==> config.mk <==
export PLATFORM = sky130hd
export DESIGN_NAME = line_buffer
export DESIGN_NICKNAME = d
export VERILOG_FILES = /design/src/rtl/line_buffer.sv
export SDC_FILE = /design/constraint.sdc
export NUM_CORES = 1
export LEC_CHECK = 0
export CORE_MARGIN = 4
export CORE_UTILIZATION = 45
export CTS_CLUSTER_SIZE = 14
export DETAILED_ROUTE_END_ITERATION = 6
export GPL_TIMING_DRIVEN = 0
export MAX_ROUTING_LAYER = met4
export PLACE_DENSITY = 0.68
export SLEW_MARGIN = 20
export SYNTH_ARGS = -nofsm -noshare
export SYNTH_HDL_FRONTEND = slang
export SYNTH_SLANG_ARGS = --single-unit
==> constraint.sdc <==
create_clock -name Clock -period 1 [get_ports Clock]
set_input_delay 0.2 -clock Clock [delete_from_list [all_inputs] [get_ports Clock]]
set_output_delay 0.2 -clock Clock [all_outputs]
set_load 0.03 [all_outputs]
==> src/rtl/line_buffer.sv <==
// line_buffer: column-addressed line buffer for a binary-image sliding-window engine.
//
// Stores the previous WindowSize-1 rows of ImageWidth 1-bit pixels. A write at
// column Addr pushes Data into the newest row of that column and ages the older
// pixels of the same column by one row, dropping the oldest. LineData is a
// registered read of the column at Addr, sampled before any write on that edge.
//
// Ports:
//   Clock        in   rising-edge clock
//   Reset        in   asynchronous active-high reset, clears storage and outputs
//   WriteEnable  in   push Data into column Addr this cycle
//   Addr         in   column index, 0..ImageWidth-1 (larger values are ignored)
//   Data         in   incoming pixel
//   LineData     out  stored column; bit 0 = newest row, bit WindowSize-2 = oldest
//   AddrError    out  registered (Addr >= ImageWidth) flag, only when the macro
//                     LINEBUF_ADDR_ERR_EN is defined
//
// Parameters:
//   AddrWidth    width of Addr, 2**AddrWidth >= ImageWidth
//   ImageWidth   pixels per row
//   WindowSize   window edge n (>= 2); n-1 rows are stored

module line_buffer #(
  parameter int unsigned AddrWidth  = 3,
  parameter int unsigned ImageWidth = 7,
  parameter int unsigned WindowSize = 3
) (
  input  logic                  Clock,
  input  logic                  Reset,
  input  logic                  WriteEnable,
  input  logic [AddrWidth-1:0]  Addr,
  input  logic                  Data,
`ifdef LINEBUF_ADDR_ERR_EN
  output logic [WindowSize-2:0] LineData,
  output logic                  AddrError
`else
  output logic [WindowSize-2:0] LineData
`endif
);

  localparam int unsigned Depth = WindowSize - 1;

  // One shift register per column; bit 0 holds the newest row.
  logic [Depth-1:0] col_q [ImageWidth];
  logic [Depth-1:0] rd_col;
  logic             in_range;

  // Extra bit keeps the compare exact when ImageWidth == 2**AddrWidth.
  assign in_range = ({1'b0, Addr} < (AddrWidth + 1)'(ImageWidth));

  // Age a column by one row and insert the new pixel at the newest position.
  // Shifting (rather than concatenating) also covers the single-row case.
  function automatic logic [Depth-1:0] push_pixel(input logic [Depth-1:0] col,
                                                  input logic             pix);
    logic [Depth-1:0] res;
    res    = col << 1;
    res[0] = pix;
    return res;
  endfunction

  // Column read mux, decoded by compare so an out-of-range Addr never indexes
  // past the array.
  always_comb begin
    rd_col = '0;
    for (int c = 0; c < ImageWidth; c++) begin
      if (Addr == AddrWidth'(c)) begin
        rd_col = col_q[c];
      end
    end
  end

  always_ff @(posedge Clock or posedge Reset) begin
    if (Reset) begin
      for (int c = 0; c < ImageWidth; c++) begin
        col_q[c] <= '0;
      end
      LineData <= '0;
    end else begin
      // Read uses the pre-write column value (read-before-write).
      LineData <= in_range ? rd_col : '0;
      for (int c = 0; c < ImageWidth; c++) begin
        if (WriteEnable && in_range && (Addr == AddrWidth'(c))) begin
          col_q[c] <= push_pixel(col_q[c], Data);
        end
      end
    end
  end

`ifdef LINEBUF_ADDR_ERR_EN
  always_ff @(posedge Clock or posedge Reset) begin
    if (Reset) begin
      AddrError <= 1'b0;
    end else begin
      AddrError <= ~in_range;
    end
  end
`endif

endmodule

==> run summary <==
status = completed
first-pass GRT wire length = 2394 microns
worst-margin pin slew = 0.5938 ns
kind of critical path = register to output port
Avg Cell Area, Syn = 13.30 sq um
Seq cells post-synth = 16
Post-DRT Antenna Nets = 0
CP max FO = 1
WL final = 1349 microns
later-pin clock latency in the skew report = 0.28 ns
cells after synthesis = 59
Synth warnings = 0
CTS buffer count = 3
fin cells = 90
hpwl dp = 957.9 microns
global route overflow = 0
row count = 14
unrepaired setup endpoints after global routing = true
Residual DRC = 0
FF-to-FF path depth = 3
GRT Resource Usage Total = 13.72%
Die Wd = 49.76 microns
clock sinks = 16
CP startpoint kind = register
Avg WL per Cell = 14.99 microns
post-synth top area cell = dfrtp_1
DR vias = 508
Fin. Hold Viols = 0
Hold Buf Count CTS = 0
core area = 0.001577 sq mm
dpl cell area = 892.1 sq um
syn nets = 66
CTS tree = built
num ports = 9
post-layout instance area = 996.0 sq um
Req. time, crit path = 0.80 ns
Via density = 5.644
R2R setup slack = 0.05 ns
IO Port Bufs = 7
cell breakdown of the critical path = buf_6
Reg-to-Reg Start = col_q[5]
DR pass1 iterations = 3
Peak VDD IR = 1150 uV
Cell Area, Synth = 784.5 sq um
final setup fails = 0
Area Growth Syn to Fin = 26.95%
CP Buf/Inv Count = 1
final net count = 83
die area = 0.002476 sq mm
ranking of synthesized cells by area = dfrtp_1 (51%), mux2_2 (16%), mux2i_1 (7.7%)
area of the multi-input gates = 392.9 sq um
delay-heaviest family, CP = flip-flops
utilization after layout = 63.17%
hold path depth = 3
Worst Hold Launch = Addr[2]
register area share after synthesis = 51.04%
share of the synthesized area in the top cell type = 51.04%
worst hold endpoint = LineData[0]
layout cell share with drive strength beyond 1 = 48.65%
Iter 0 DRT Violations = 7
fin. max-slew vios = 0
Crit. End Element = output port
Die Ht = 49.76 microns
largest net degree at the start of global routing = 17
H-tree Lvls = 1
placed cell count = 82
vias in the first global route = 533
# diodes = 0
Root Buffer = clkbuf_4
commonest non-fill, non-tap cells in the layout = dfrtp_1 (16), mux2_2 (9), mux2i_1 (6)
Max Fclk = 1003 MHz
Filler Cell Count = 130
Tightest Hold Check Type = input port to register
crit path DAT = 0.80 ns
initial antenna violation count = 0
Clock Skews = 0.001021 ns
routability cong. = 0.7613
slowest stage delay, CP = 0.38 ns
CP max stage cell = dfrtp_1
static leakage = 0.4506 nW
Register Area = 400.4 sq um
post-layout min period = 0.9975 ns
P per Cell Area = 1758 mW/mm^2
Initial Util = 49.76%
Netlist cell types = 18
Reg clk slew, reported paths = 0.08 ns
number of max-cap violations = 0
worst reg2reg endpoint = LineData[1]
Max Root-Sink Buffers = 2
Slew HR = 60.37%
Tcrit/Tclk final = 99.75%
commonest non-fill, non-tap cell in the layout = dfrtp_1
## flip-flops by register name, indices dropped and copies added (netlist names)
signal    count
col_q        14
LineData      2
## how the worst max path moves through the flow
stage	to	cells after the start	slack [ns]	start
finish	LineData[1]	1	0.003	LineData[1]
global route	LineData[0]	1	-0.04	LineData[0]
detailed placement	col_q[8]	4	-0.67	Addr[1]
CTS	LineData[0]	1	-0.008	LineData[0]
floorplan	col_q[8]	4	-0.09	Addr[2]
global placement	col_q[9]	4	-0.66	Addr[1]
## cell families (layout without fill, tap and decap cells)
kind of cell	after synthesis	in the layout	share of synthesized area, %
DFF	16	16	51.04
muxes	19	19	26.32
buffers and inverters	6	21	4.147
and+or+nand+nor	13	13	12.76
AOI/OAI and AO/OA	5	5	5.741
## layer usage
layer	GRT usage, %	routed length, microns
met5	-	0
met4	8.756	36
met3	4.518	58
met2	19.38	617
met1	16.67	636
## area by class of cell
type,count,share of cell area [%]
Tap cell,16,2.010
Sequential cell,16,40.20
Timing Repair Buffer,12,11.18
Buffer,3,3.769
Clock buffer,3,2.261
Inverter,3,1.131
Multi-Input combinational cell,37,39.45
## Yosys cell counts
cell type,instances
nand2_1,2
inv_1,3
mux2_1,2
mux2i_1,6
buf_2,2
a221oi_1,2
o21ai_0,1
nor2_1,2
nand4b_1,3
nor3_2,2
nor3b_2,1
buf_6,1
nor2b_1,1
mux2_2,11
nand2b_4,1
dfrtp_1,16
nand2b_1,1
o221a_2,2
## power by group
part	total (mW)	switching, mW	leakage (nW)	internal [mW]
sequential	0.921	0.0972	0.194	0.824
clock	0.323	0.183	0.0138	0.140
combinational	0.507	0.212	0.242	0.294
total	1.75	0.493	0.451	1.26
## timing repair
item	4_1_cts	5_1_grt
cloned	2	0
pin swaps	2	4
buffers inserted	3	1
gates resized for setup	30	3
setup endpoints to repair	18	10
## per-stage QoR
step / worst slack, ns / total power [mW] / TNS, ns / hold WS (ns)
after global routing: -0.04441 / 1.869 / -0.1151 / 0.2575
after floorplan: -0.09305 / 1.224 / -0.4238 / 0.1137
after detailed placement: -0.6668 / 1.364 / -9.771 / 0.4716
after CTS: -0.008365 / 1.769 / -0.01382 / 0.2493
final: 0.002544 / 1.751 / 0 / 0.2609
after global placement: -0.6576 / 1.344 / -9.404 / 0.4696
## worst reg2reg max path, stage by stage (launching register included)
cell and delay [ns]:
dfrtp_1 0.36, mux2i_1 0.08, o221a_2 0.24, a221oi_2 0.18
Note: power is estimated with default switching activity, not from simulation.
